$ cat src/rtl/rr_dff_arbiter.sv
// Round-robin arbiter that shares one WIDTH-bit register (q/nq) among N_REQ
// requesters. The owner streams its data slice into q, one load per falling
// edge, and is limited to MAX_BURST consecutive loads while others wait.
module rr_dff_arbiter #(
    parameter int N_REQ     = 4,
    parameter int WIDTH     = 8,
    parameter int MAX_BURST = 4,
    parameter int OWN_W     = 2
) (
    input  logic                   clk,
    input  logic                   rst,
    input  logic [N_REQ-1:0]       req,
    input  logic [N_REQ*WIDTH-1:0] d_bus,
    output logic [N_REQ-1:0]       gnt,
    output logic [WIDTH-1:0]       q,
    output logic [WIDTH-1:0]       nq,
    output logic                   busy,
    output logic [OWN_W-1:0]       owner
);

    localparam int CNT_W = $clog2(MAX_BURST + 1);

    typedef enum logic {
        IDLE  = 1'b0,
        GRANT = 1'b1
    } state_t;

    state_t             state_q, state_d;
    logic [N_REQ-1:0]   gnt_q, gnt_d;
    logic [WIDTH-1:0]   q_q, q_d;
    logic               busy_q, busy_d;
    logic [OWN_W-1:0]   owner_q, owner_d;
    logic [OWN_W-1:0]   ptr_q, ptr_d;
    logic [CNT_W-1:0]   burst_cnt_q, burst_cnt_d;

    logic               win_found;
    logic [OWN_W-1:0]   win_idx;
    logic [OWN_W-1:0]   cand;
    logic [OWN_W-1:0]   owner_next;
    logic               others_pending;
    logic [CNT_W-1:0]   burst_inc;
    logic [WIDTH-1:0]   owner_slice;

    // Round-robin search: first asserted request starting at ptr, wrapping.
    always_comb begin
        win_found = 1'b0;
        win_idx   = '0;
        cand      = '0;
        for (int k = 0; k < N_REQ; k++) begin
            cand = OWN_W'((int'(ptr_q) + k) % N_REQ);
            if (!win_found && req[cand]) begin
                win_found = 1'b1;
                win_idx   = cand;
            end
        end
    end

    // Helpers for the granted owner: successor index, competitors, data slice.
    always_comb begin
        owner_next     = (owner_q == OWN_W'(N_REQ - 1)) ? '0 : owner_q + 1'b1;
        others_pending = (req & ~(N_REQ'(1) << owner_q)) != '0;
        burst_inc      = burst_cnt_q + 1'b1;
        owner_slice    = d_bus[int'(owner_q)*WIDTH +: WIDTH];
    end

    // Next-state logic: arbitrate in IDLE, load/limit/release in GRANT.
    always_comb begin
        state_d     = state_q;
        gnt_d       = gnt_q;
        q_d         = q_q;
        busy_d      = busy_q;
        owner_d     = owner_q;
        ptr_d       = ptr_q;
        burst_cnt_d = burst_cnt_q;
        case (state_q)
            IDLE: begin
                if (win_found) begin
                    gnt_d       = N_REQ'(1) << win_idx;
                    owner_d     = win_idx;
                    busy_d      = 1'b1;
                    burst_cnt_d = '0;
                    state_d     = GRANT;
                end
            end
            GRANT: begin
                if (req[owner_q]) begin
                    q_d = owner_slice;
                    if (burst_inc == CNT_W'(MAX_BURST)) begin
                        if (others_pending) begin
                            // Burst exhausted with competitors waiting: hand over.
                            gnt_d       = '0;
                            busy_d      = 1'b0;
                            ptr_d       = owner_next;
                            burst_cnt_d = '0;
                            state_d     = IDLE;
                        end else begin
                            // Nobody else wants it: restart the burst, no gap.
                            burst_cnt_d = '0;
                        end
                    end else begin
                        burst_cnt_d = burst_inc;
                    end
                end else begin
                    gnt_d       = '0;
                    busy_d      = 1'b0;
                    ptr_d       = owner_next;
                    burst_cnt_d = '0;
                    state_d     = IDLE;
                end
            end
            default: begin
                state_d = IDLE;
            end
        endcase
    end

    // State register, updated on the falling edge with synchronous reset.
    always_ff @(negedge clk) begin
        if (rst) begin
            state_q     <= IDLE;
            gnt_q       <= '0;
            q_q         <= '0;
            busy_q      <= 1'b0;
            owner_q     <= '0;
            ptr_q       <= '0;
            burst_cnt_q <= '0;
        end else begin
            state_q     <= state_d;
            gnt_q       <= gnt_d;
            q_q         <= q_d;
            busy_q      <= busy_d;
            owner_q     <= owner_d;
            ptr_q       <= ptr_d;
            burst_cnt_q <= burst_cnt_d;
        end
    end

    assign gnt   = gnt_q;
    assign q     = q_q;
    assign nq    = ~q_q;
    assign busy  = busy_q;
    assign owner = owner_q;

endmodule

$ cat config.mk
export PLATFORM = sky130hd
export DESIGN_NAME = rr_dff_arbiter
export DESIGN_NICKNAME = d
export VERILOG_FILES = /design/src/rtl/rr_dff_arbiter.sv
export SDC_FILE = /design/constraint.sdc
export NUM_CORES = 1
export LEC_CHECK = 0
export BUFFER_PORTS_ARGS = -buffer_cell sky130_fd_sc_hd__buf_4
export CORE_AREA = 8 8 65 67
export CTS_BUF_LIST = sky130_fd_sc_hd__clkbuf_8
export CTS_CLUSTER_SIZE = 14
export DETAILED_ROUTE_END_ITERATION = 10
export DIE_AREA = 0 0 73 75
export PLACE_DENSITY = 0.8
export SLEW_MARGIN = 25
export SYNTH_ARGS = -nofsm -noshare
export SYNTH_HDL_FRONTEND = slang
export SYNTH_SLANG_ARGS = --single-unit
$ cat constraint.sdc
create_clock -name clk -period 1.85 [get_ports clk]
set_input_delay 0.555 -clock clk [delete_from_list [all_inputs] [get_ports clk]]
set_output_delay 0.555 -clock clk [all_outputs]
set_load 0.1 [all_outputs]
==> impl_metrics.env <==
export IMPL_area_growth_pct=102
export IMPL_setup_ws_ns=-0.632
export IMPL_yosysTopAreaCell="dfxtp_1"
export IMPL_synth_top_family_by_area="simple AND/OR/NAND/NOR gates"
export IMPL_std_cell_rows=21
export IMPL_timing_final_hold_violations=0
export IMPL_rsz0062_at_grt="true"
export IMPL_die_x_um=73
export IMPL_number_of_antenna_violations_at_the_first_check_in_global_routing=0
export IMPL_synth_enable_flop_cells=0
export IMPL_grt_pass1_wl_um=7340
export IMPL_global_route_overflow_total=0
export IMPL_tightestPinTransition_ns=0.337
export IMPL_critPathCaptureType="output pin"
export IMPL_failing_checks="negative setup slack"
export IMPL_post_dp_hpwl_um=3100
export IMPL_floorplan_die_height_um=75
export IMPL_drtIter0Drc=66
export IMPL_postSynth_asyncResetShare_pct=0
export IMPL_power_per_cell_area_mw_per_mm2=725
export IMPL_initial_core_util_pct=38.7
export IMPL_gr_usage_met1_pct=17.6
export IMPL_netlist_instances=141
export IMPL_critPathMaxStageDelay_ns=0.38
export IMPL_synth_distinct_cells=32
export IMPL_routed_via_count=1478
export IMPL_mappedNetlistNets=185
export IMPL_routed_wirelength_um=5070
export IMPL_slowest_stage_cell_on_the_critical_path="dfxtp_4"
export IMPL_slew_headroom_pct=77.5
export IMPL_coreArea_mm2=0.00323
export IMPL_post_synth_fa_ha_maj_area_fraction_pct=6.00
export IMPL_drt_pass1_iter_count=4
export IMPL_clock_skew_ns=0.0237
export IMPL_postLayoutCoreUtil_pct=78.3
export IMPL_antenna_left=0
export IMPL_synth_area_top_cells="dfxtp_1 (34%), mux4_2 (14%), a21oi_1 (6.8%), nand2_1 (6.6%), ha_1 (6.0%)"
export IMPL_n_antenna_cell=0
export IMPL_io_pins=61
export IMPL_cp_start_kind="flop"
export IMPL_worst_endpoint_arrival_ns=1.93
export IMPL_post_synth_xor_area_fraction_pct=0.700
export IMPL_power_total_mw=1.83
export IMPL_busiest_layer="met2"
export IMPL_dp_cells=255
export IMPL_final_cell_count_no_fill=284
export IMPL_synth_seq_cells=21
export IMPL_status="finished, violations left"
export IMPL_finalSetupViolCount=44
export IMPL_clock_sinks=21
export IMPL_floorplan_die_area_mm2=0.00548
export IMPL_timing_max_cap_violations=0
export IMPL_gpl_final_weighted_congestion=0.886
export IMPL_route_detailed_drc=0
export IMPL_clkLatencyLatePin_ns=0.34
export IMPL_clkSlewWorstSetupHoldPaths_ns=0.03
export IMPL_slew_viol_final=0
export IMPL_post_synth_and_or_nand_nor_area_fraction_pct=20.0
export IMPL_hp_class="flop to flop"
export IMPL_vdd_ir_drop_max_uv=430
export IMPL_clock_root_buffer="clkbuf_8"
export IMPL_post_synth_mux_area_share_pct=17.3
export IMPL_synthFlopType="dfxtp_1"
export IMPL_cp_cell_sequence="clkinvlp_4 -> buf_8"
export IMPL_worst_ep_required_time_ns=1.29
export IMPL_cts_buffers_inserted=3
export IMPL_yosysWarningCount=0
export IMPL_post_route_cells_drive_above_1_share_pct=62.2
export IMPL_grt_util_all_layers_pct=17.2
export IMPL_post_dp_cell_area_mm2=0.00198
export IMPL_postSynthAreaPerCell_um2=8.87
export IMPL_number_of_vias_per_cell=5.20
export IMPL_grt_pass1_vias=1607
export IMPL_ctsLongestPathBuffers=2
export IMPL_gr_usage_met3_pct=7.46
export IMPL_cts_tree="done"
export IMPL_portBuffers=60
export IMPL_met2_usage_pct=30.9
export IMPL_critical_path_max_fanout=3
export IMPL_grt_start_max_net_pins=15
export IMPL_syn_area_mm2=0.00125
export IMPL_htree_levels=1
export IMPL_wire_per_inst_um=17.8
export IMPL_synth_top_cell_area_share_pct=33.6
export IMPL_worst_setup_path_type="flop to output pin"
export IMPL_synth_compound_area_share_pct=15.9
export IMPL_place_worst_setup_slack_ns=-0.873
export IMPL_finish_instance_area_mm2=0.00253
export IMPL_seq_area_frac_synth_pct=33.6
export IMPL_power_static_leakage_nw=1.09
export IMPL_finish_net_count=283
==> synthesized netlist by cell type, drive strengths merged, types with 3 or more instances <==
| cell | instances |
|---|---|
| nand2b | 3 |
| clkbuf | 4 |
| inv | 15 |
| o32ai | 3 |
| ha | 6 |
| a21oi | 17 |
| mux4 | 9 |
| nand2 | 23 |
| dfxtp | 21 |
| nor3 | 4 |
| o21ai | 6 |
| nor2 | 5 |
| nand3b | 4 |
==> timing repair <==
action	CTS	global route
cloned	1	0
hold buffers	0	0
gates resized for setup	69	32
buffers inserted	3	1
setup endpoints to repair	44	44
pin swaps	15	14
==> cell families (layout without fill, tap and decap cells) <==
group	count (synthesis)	after routing
buffers and inverters	21	117
flip-flops	21	21
XOR/XNOR	1	1
adder cells (fa/ha/maj)	6	6
AO/OA/AOI/OAI	33	33
AND/OR/NAND/NOR	49	50
multiplexers	10	10
==> cells in the final DEF, fill, tap and decap left out, types with 5 or more instances in the layout <==
| master | synthesis | final |
|---|---|---|
| a21oi_2 | 0 | 11 |
| buf_4 | 0 | 45 |
| dfxtp_1 | 21 | 6 |
| clkinvlp_4 | 0 | 8 |
| nand2_1 | 22 | 11 |
| buf_8 | 0 | 11 |
| dfxtp_4 | 0 | 15 |
| o21ai_1 | 4 | 5 |
| mux4_2 | 8 | 8 |
| ha_1 | 6 | 6 |
| a21oi_1 | 17 | 6 |
| nand2_2 | 0 | 11 |
| buf_6 | 0 | 6 |
| buf_12 | 0 | 16 |
| inv_1 | 15 | 28 |
==> registers in the layout, indices dropped and copies added, names as in the netlist <==
signal and count:
busy 1, owner 2, q 8, burst_cnt_q 3
state_q 1, ptr_q 2, gnt 4
==> where the power goes <==
group	internal (mW)	switching, mW
logic	0.334	0.471
registers	0.484	0.0518
clock network	0.208	0.285
total	1.03	0.808
==> layout make-up <==
type	instances	area (um^2)
flip-flops and latches	21	477
repair buffers	78	891
fillers	198	701
inverters	14	82.6
well taps	46	57.6
multi-input cells	100	900
clock inverters	22	82.6
clock buffers	3	41.3
==> critical path: cells and delay by family, from the launching register on <==
| family | cells | cell delay [ns] |
|---|---|---|
| flops | 1 | 0.38 |
| buf+inv | 2 | 0.29 |
==> through the flow <==
stage | TNS, ns | hold slack [ns]
CTS | -22.04 | 0.496
detailed placement | -23.22 | 0.485
floorplan | -20.84 | 0.478
finish | -22.41 | 0.510
global placement | -22.71 | 0.480
global route | -23.60 | 0.536
==> path summary, 6_finish.rpt <==
path / startpoint / to / slack [ns] / cells past startpoint
min reg2reg: burst_cnt_q[2] / burst_cnt_q[2] / 0.51 / 2
max: q[2] / nq[2] / -0.63 / 2
max reg2reg: owner[0] / gnt[1] / -0.03 / 5
min: burst_cnt_q[2] / burst_cnt_q[2] / 0.51 / 2
==> routing by layer <==
| layer | wire [um] | vias up |
|---|---|---|
| met4 | 96 | 0 |
| met1 | 1930 | 715 |
| li1 | - | 696 |
| met3 | 409 | 8 |
| met2 | 2630 | 59 |
| met5 | 0 | - |
Note: power is estimated with default switching activity, not from simulation.
